$ cat src/rtl/branch_resolve.sv
// ============================================================================
// Module   : branch_resolve
// Brief    : Execute-side checker for fetch-stage static branch predictions.
//            Queues in-flight predictions in order, compares each against the
//            resolved outcome and issues a one-cycle flush/redirect on a
//            mispredict. Optional macro BRANCH_RESOLVE_STATS_EN adds
//            saturating pop/mispredict counters.
// Revision : 1.0 - initial release
// ============================================================================
`default_nettype none

module branch_resolve #(
    parameter int ADDR  = 32,
    parameter int DEPTH = 4,
    parameter int PTR   = 2
) (
    input  logic            clk,
    input  logic            rst,
    input  logic            pred_v_i,
    input  logic [ADDR-1:0] pred_pc_i,
    input  logic            pred_taken_i,
    input  logic [ADDR-1:0] pred_addr_i,
    output logic            pred_ready_o,
    input  logic            res_v_i,
    input  logic            res_taken_i,
    input  logic [ADDR-1:0] res_addr_i,
    output logic            redirect_v_o,
    output logic [ADDR-1:0] redirect_addr_o,
    output logic            flush_o,
    output logic [PTR:0]    count_o,
    output logic            err_o
`ifdef BRANCH_RESOLVE_STATS_EN
    ,
    output logic [15:0]     stat_total_o,
    output logic [15:0]     stat_mispred_o
`endif
);

    localparam logic [0:0]      c_RUN   = 1'b0;
    localparam logic [0:0]      c_FLUSH = 1'b1;
    localparam logic [PTR:0]    c_FULL  = (PTR+1)'(DEPTH);
    localparam logic [ADDR-1:0] c_ONE   = ADDR'(1);

    logic [0:0]      r_state;
    logic [0:0]      w_state_nxt;
    logic [PTR-1:0]  r_head;
    logic [PTR-1:0]  r_tail;
    logic [PTR:0]    r_count;
    logic            r_redirect_v;
    logic [ADDR-1:0] r_redirect_addr;
    logic            r_err;

    logic [ADDR-1:0] r_q_pc    [DEPTH];
    logic            r_q_taken [DEPTH];
    logic [ADDR-1:0] r_q_addr  [DEPTH];

    logic            w_run;
    logic            w_pop;
    logic            w_head_ok;
    logic            w_mispred;
    logic            w_pop_ok;
    logic            w_push;
    logic [ADDR-1:0] w_redirect_addr;

    assign w_run        = (r_state == c_RUN);
    assign pred_ready_o = w_run && (r_count != c_FULL);
    assign w_pop        = res_v_i && w_run && (r_count != '0);
    assign w_head_ok    = (r_q_taken[r_head] == res_taken_i) &&
                          (!res_taken_i || (r_q_addr[r_head] == res_addr_i));
    assign w_mispred    = w_pop && !w_head_ok;
    assign w_pop_ok     = w_pop && w_head_ok;
    // A push alongside a mispredicting pop belongs to the wrong path.
    assign w_push       = pred_v_i && pred_ready_o && !w_mispred;
    assign w_redirect_addr = res_taken_i ? res_addr_i : (r_q_pc[r_head] + c_ONE);

    always_ff @(posedge clk) begin
        if (rst) begin
            r_state <= c_RUN;
        end else begin
            r_state <= w_state_nxt;
        end
    end

    always_comb begin
        w_state_nxt = r_state;
        case (r_state)
            c_RUN:   if (w_mispred) w_state_nxt = c_FLUSH;
            c_FLUSH: w_state_nxt = c_RUN;
            default: w_state_nxt = c_RUN;
        endcase
    end

    always_ff @(posedge clk) begin
        if (rst) begin
            r_head          <= '0;
            r_tail          <= '0;
            r_count         <= '0;
            r_redirect_v    <= 1'b0;
            r_redirect_addr <= '0;
            r_err           <= 1'b0;
        end else begin
            r_redirect_v <= w_mispred;
            if (res_v_i && w_run && (r_count == '0)) begin
                r_err <= 1'b1;
            end
            if (w_mispred) begin
                r_redirect_addr <= w_redirect_addr;
                r_head          <= '0;
                r_tail          <= '0;
                r_count         <= '0;
            end else begin
                if (w_push) r_tail <= r_tail + PTR'(1);
                if (w_pop_ok) r_head <= r_head + PTR'(1);
                case ({w_push, w_pop_ok})
                    2'b10:   r_count <= r_count + (PTR+1)'(1);
                    2'b01:   r_count <= r_count - (PTR+1)'(1);
                    default: r_count <= r_count;
                endcase
            end
        end
    end

    // Payload storage needs no reset: occupancy alone defines validity.
    always_ff @(posedge clk) begin
        if (w_push) begin
            r_q_pc[r_tail]    <= pred_pc_i;
            r_q_taken[r_tail] <= pred_taken_i;
            r_q_addr[r_tail]  <= pred_addr_i;
        end
    end

    assign redirect_v_o    = r_redirect_v;
    assign flush_o         = r_redirect_v;
    assign redirect_addr_o = r_redirect_addr;
    assign count_o         = r_count;
    assign err_o           = r_err;

`ifdef BRANCH_RESOLVE_STATS_EN
    logic [15:0] r_stat_total;
    logic [15:0] r_stat_mispred;

    always_ff @(posedge clk) begin
        if (rst) begin
            r_stat_total   <= '0;
            r_stat_mispred <= '0;
        end else begin
            if (w_pop && (r_stat_total != 16'hFFFF)) begin
                r_stat_total <= r_stat_total + 16'd1;
            end
            if (w_mispred && (r_stat_mispred != 16'hFFFF)) begin
                r_stat_mispred <= r_stat_mispred + 16'd1;
            end
        end
    end

    assign stat_total_o   = r_stat_total;
    assign stat_mispred_o = r_stat_mispred;
`endif

endmodule

`default_nettype wire

$ cat config.mk
export PLATFORM = sky130hd
export DESIGN_NAME = branch_resolve
export DESIGN_NICKNAME = d
export VERILOG_FILES = /design/src/rtl/branch_resolve.sv
export SDC_FILE = /design/constraint.sdc
export NUM_CORES = 1
export LEC_CHECK = 0
export ABC_AREA = 1
export CAP_MARGIN = 20
export CORE_MARGIN = 2
export CORE_UTILIZATION = 50
export DETAILED_ROUTE_END_ITERATION = 8
export GPL_TIMING_DRIVEN = 0
export PLACE_DENSITY_LB_ADDON = 0.3
export SYNTH_ARGS = -nofsm -noshare
export SYNTH_HDL_FRONTEND = slang
export SYNTH_SLANG_ARGS = --single-unit
$ cat constraint.sdc
create_clock -name clk -period 13.59 [get_ports clk]
set_clock_uncertainty 0.05 [all_clocks]
set_input_delay 1.359 -clock clk [delete_from_list [all_inputs] [get_ports clk]]
set_output_delay 1.359 -clock clk [all_outputs]
set_load 0.005 [all_outputs]
After elaboration in Yosys (flattened, before gate mapping)
Memory sizes are Yosys's and may differ from the RTL's. A register that Yosys moved wholly into a read port is not among the register bits.
Index checks and enable logic that the tools add are counted.
- output and inout port bits: 39
- memories: 3
- input bits: 102
- register bits: 42
- bits in writable memories: 260
- word-level logic and storage cells: 50
- reduce and logical (&&, ||, !) cells: 17
- muxes and demuxes: 12
- equal/unequal tests: 5
- add/subtract/negate cells: 5
- bitwise gates (word level): 1
- memory list (memory ; depth ; width ; read ports ; clocked after memory_dff ; write ports ; RTL line ; source):
    r_q_addr ; 4 ; 32 ; 1 ; 1 ; 1 ; 55 ; logic [ADDR-1:0] r_q_addr [DEPTH];
    r_q_pc ; 4 ; 32 ; 1 ; 1 ; 1 ; 53 ; logic [ADDR-1:0] r_q_pc [DEPTH];
    r_q_taken ; 4 ; 1 ; 1 ; 1 ; 1 ; 54 ; logic r_q_taken [DEPTH];
- operators with widths (kind ; number):
    $add 32x1->32 const B ; 1
    $eq 32x32->1 ; 1
    $mux 32 ; 1
    $mux 2 ; 6
    $logic_and 1x1->1 ; 9
    $pmux 3 s2 ; 1
    $add 2x1->2 const B ; 2
    $add 3x1->3 const B ; 1
    $logic_not 1->1 ; 3
    $logic_not 3->1 ; 1
    $mux 1 ; 3
    $ne 3x3->1 const B ; 1
    $reduce_bool 3->1 ; 1
    $sub 3x1->3 const B ; 1
    $eq 2x1->1 const B ; 1
    $eq 2x2->1 const B ; 1
    $pmux 1 s2 ; 1
    $reduce_bool 2->1 ; 1
    $reduce_or 2->1 ; 1
    $eq 1x1->1 ; 1
    $logic_or 1x1->1 ; 1
    $not 1->1 ; 1

Longest topological paths before layout
- depth after elaboration: 9
- depth in mapped cells: 23
- depth with buffers taken out: 21

Least setup slack after synthesis
No wires, ideal clock.
- kind: input port to flip-flop
- from: input res_taken_i
- to: memory r_q_addr[0][0], enable pin
- stages on the path: 11
- path buffers: 1
- data arrival time: 5240 ps
- setup slack: 7812 ps
- library setup time: 489 ps
- path through: clkbuf_1 > clkinv_1 > nor2_1 > nand4_1 > nor2_1 > nand2_1 > nor2_1 > nand3_1 > nand3_2 > nand2_1 > nor2_1
- longest elaborated chain between the ends: 9
- elaborated cells between the ends (all ways): 10
- RTL lines (what ; RTL line ; source):
    from (decl) ; 25 ; input logic res_taken_i,
    $logic_not 1->1 ; 69 ; (!res_taken_i || (r_q_addr[r_head] == res_addr_i));
    $logic_or 1x1->1 ; 69 ;
    $logic_and 1x1->1 (*) ; 68 ; assign w_head_ok = (r_q_taken[r_head] == res_taken_i) &&
    $logic_not 1->1 (*) ; 70 ; assign w_mispred = w_pop && !w_head_ok;
    $logic_and 1x1->1 (*) ; 70 ;
    $logic_not 1->1 (*) ; 73 ; assign w_push = pred_v_i && pred_ready_o && !w_mispred;
    $logic_and 1x1->1 (*) ; 73 ;
    $mux 1 (*) ; 125 ; if (w_push) begin
    $mux 1 (not written as such) (*) ; 128 ; r_q_addr[r_tail] <= pred_addr_i;
    to (decl) ; 55 ;
Mark *: on every way between the ends. The rest lies on a longest branch, timed or not.

Worst setup path after layout
- from: input res_addr_i[6]
- to: memory r_q_pc[3][4], enable pin
- longest elaborated chain between the ends: 9
- RTL lines (what ; RTL line ; source):
    from (decl) ; 26 ; input logic [ADDR-1:0] res_addr_i,
    $eq 32x32->1 ; 69 ;
    $logic_or 1x1->1 ; 69 ;
    $logic_and 1x1->1 ; 68 ;
    $logic_not 1->1 ; 70 ;
    $logic_and 1x1->1 ; 70 ;
    $logic_not 1->1 ; 73 ;
    $logic_and 1x1->1 ; 73 ;
    $mux 1 ; 125 ;
    $mux 1 (not written as such) ; 126 ; r_q_pc[r_tail] <= pred_pc_i;
    to (decl) ; 53 ;
No other way between the ends.

==> flow_metrics.env <==
export IMPL_first_global_vias=11400
export IMPL_timing_fmax_mhz=239
export IMPL_p_total_w=0.00259
export IMPL_ys_warnings_count=0
export IMPL_maxSlewHeadroom_pct=54.9
export IMPL_place_ws_ns=8.91
export IMPL_drt_iter0_markers=1170
export IMPL_multi_input_area_um2=5030
export IMPL_fp_dieW_um=174
export IMPL_gp_congestion=0.952
export IMPL_antenna_found_initial=0
export IMPL_io_buffers=139
export IMPL_path_cells="clkdlybuf4s50_1, inv_1, nand2_1, nand2_1, nand3_1, nor2_1, nand2_1, nor2_1, nand3_1, nand3_2, nand2_1, nor2_4, buf_12"
export IMPL_rsz0062_at_grt="no"
export IMPL_seq_area_um2=8690
export IMPL_synth_top_cell_by_area="edfxtp_1"
export IMPL_cts_resized=0
export IMPL_syn_area_um2=14500
export IMPL_maxSlewViolCount=0
export IMPL_peakVddDrop_mv=0.105
export IMPL_cp_start_kind="primary input"
export IMPL_crit_arrival_ns=4.39
export IMPL_cp_depth=13
export IMPL_cts_tree="built"
export IMPL_layout_setup_ws_ns=9.40
export IMPL_cts_setup_buffers=0
export IMPL_slowest_delay_ns=0.63
export IMPL_start_util_pct=50.7
export IMPL_max_cap_violations=0
export IMPL_setup_violations=0
export IMPL_cts_hold_buf=0
export IMPL_clk_latency_ns=0.58
export IMPL_reg2regPathDepth=16
export IMPL_die_area_um2=30400
export IMPL_crit_family="simple AND/OR/NAND/NOR gates"
export IMPL_worst_pin_slew_ns=0.675
export IMPL_hold_viol=0
export IMPL_status="completed"
export IMPL_nNetsFinal=1889
export IMPL_synth_top_cell_area_share_pct=53.8
export IMPL_core_area_um2=28600
export IMPL_die_y_um=174
export IMPL_num_rows=62
export IMPL_root_buffer="clkbuf_16"
export IMPL_synth_area_leaders="edfxtp_1 (54%), nand2_1 (18%), nand3_1 (6.6%)"
export IMPL_hold_depth=2
export IMPL_synthFlopType="edfxtp_1"
export IMPL_ioPinCount=141
export IMPL_ys_types=37
export IMPL_hpwl_um=32300
export IMPL_numCtsBuffers=31
export IMPL_dp_cells=2131
export IMPL_synthesis_nets=1708
export IMPL_synth_edff_count=260
export IMPL_synthArstFlopShare_pct=0
export IMPL_period_share_pct=30.8
export IMPL_worstSetupPathType="in -> reg"
export IMPL_postSynthAreaPerCell_um2=9.07
export IMPL_synth_cells=1599
export IMPL_syn_to_final_growth_pct=21.4
export IMPL_routed_wl_um=43500
export IMPL_grt_pass1_wl_um=65600
export IMPL_fin_tns_setup_ns=0
export IMPL_instances_no_fill=2189
export IMPL_worst_path_buf_inv=3
export IMPL_grt_remaining_overflow=0
export IMPL_worstPathRequired_ns=13.79
export IMPL_place_area_um2=16600
export IMPL_worstHoldPathType="reg -> reg"
export IMPL_critPathMaxFanout=27
export IMPL_num_fill_cells=2413
export IMPL_drive_above_1_share_pct=8.53
export IMPL_fin_crit_ns=4.19
export IMPL_synth_seq_cells=304
export IMPL_final_area_um2=17600
export IMPL_wl_per_cell_um=19.9
export IMPL_cpMostUsedCell="nand2_1"
export IMPL_cpMaxStageDelayCell="nor2_4"
export IMPL_grt_max_degree=29
export IMPL_drcViolationCount=0
export IMPL_num_vias=11900
export IMPL_cts_sinks=304
export IMPL_leakage_nw=7.20
export IMPL_worstSetupEndpointType="flop"
export IMPL_max_clock_path_buffers=3
export IMPL_track_usage_pct=28.5
export IMPL_synth_seq_area_share_pct=59.9
export IMPL_first_pass_iters=7
export IMPL_htree_levels=1
export IMPL_path_clk_slew_ns=0.06
export IMPL_ff2ff_setup_slack_ns=9.67
export IMPL_viasPerCell=5.45
export IMPL_ant_nets=0
export IMPL_n_antenna_cell=0
export IMPL_power_density_nw_per_um2=147
[cell type report]
type                            count  share of cell area [%]
Clock buffer                       45                    4.87
Inverter                           84                    1.82
Timing Repair Buffer              148                    9.01
Clock inverter                     13                   0.859
Sequential cell                   304                    49.3
Buffer                             65                    2.82
Multi-Input combinational cell   1146                    28.6
Tap cell                          384                    2.73
[path summary, 6_finish.rpt]
| check | end | startpoint |
|---|---|---|
| min reg2reg | err_o | err_o |
| max reg2reg | r_q_pc[3][4] | flop |
| min | err_o | err_o |
| max | r_q_pc[3][4] | res_addr_i[6] |
[cell usage after synthesis (3+ instances only)]
master    count
nand3b_1     16
nand4_1      14
clkbuf_1     11
nand3_2       4
a21oi_1      23
xor2_1       13
nand2_1     704
nand3_1     190
o21ai_1       7
inv_1        76
nor2_1      102
buf_1         3
nand2_2      17
inv_2         5
buf_4        14
buf_6        19
dfxtp_1      44
edfxtp_1    260
buf_2        15
o21ai_0      21
nor2_2       13
ha_1          6
[logic make-up after synthesis]
family                   count (synthesis)  share of synthesized area (%)
adder cells (fa/ha/maj)                  7                          0.655
buffers and inverters                  149                           5.63
XOR/XNOR                                15                          0.906
AND/OR/NAND/NOR                       1065                           30.7
AO/OA/AOI/OAI                           59                           2.18
flip-flops                             304                           59.9
[cells in the final DEF, fill, tap and decap left out, drive strengths merged]
cell / synthesis / routed
inv: 82 / 84
o21ai: 28 / 28
xor2: 13 / 13
o211ai: 1 / 1
clkinv: 2 / 9
bufinv: 0 / 3
ha: 6 / 6
nand2: 721 / 721
a32oi: 1 / 1
buf: 54 / 63
nor2: 117 / 117
nand4: 14 / 14
a21oi: 23 / 23
nor3: 2 / 2
clkinvlp: 0 / 1
fa: 1 / 1
nand3: 194 / 194
o31ai: 2 / 2
a31oi: 2 / 2
or2: 1 / 1
clkdlybuf4s50: 0 / 139
nand3b: 16 / 16
edfxtp: 260 / 260
o22ai: 2 / 2
dfxtp: 44 / 44
xnor2: 2 / 2
clkbuf: 11 / 56
[report_power, final]
group / leakage, nW / internal (W) / switching [W]
logic: 3.97 / 0.000204 / 0.000382
registers: 2.74 / 0.00112 / 0.0000315
clock network: 0.491 / 0.000495 / 0.000356
[per-layer routing]
layer  GRT usage (%)  share of wire, %  vias up
li1                -                 -     5635
met1            40.4                42     5634
met2            44.8                45      574
met3            4.48               9.2       87
met4            9.98               3.4        0
met5               0                 0        -
[flip-flops by register name (all words and copies together) (netlist names), named ones only]
register	cells
redirect_addr_o	32
r_q_addr	128
err_o	1
count_o	3
r_q_pc	128
r_head	2
r_state	1
r_tail	2
flush_o	1
r_q_taken	4
[worst register-to-register path: cells and delay by family (launching register included)]
family                 cells  cell delay (ns)
AND/OR/NAND/NOR           12             2.41
buffers and inverters      4             0.81
flip-flops                 1             0.33
[metrics by stage]
stage                     utilization [%]  hold WS, ns
after floorplan                         -        0.391
after global placement               57.2        0.397
after detailed placement             58.0        0.403
after CTS                            61.5        0.412
after global routing                 61.5        0.434
final                                61.5        0.410
Note: power is estimated with default switching activity, not from simulation.
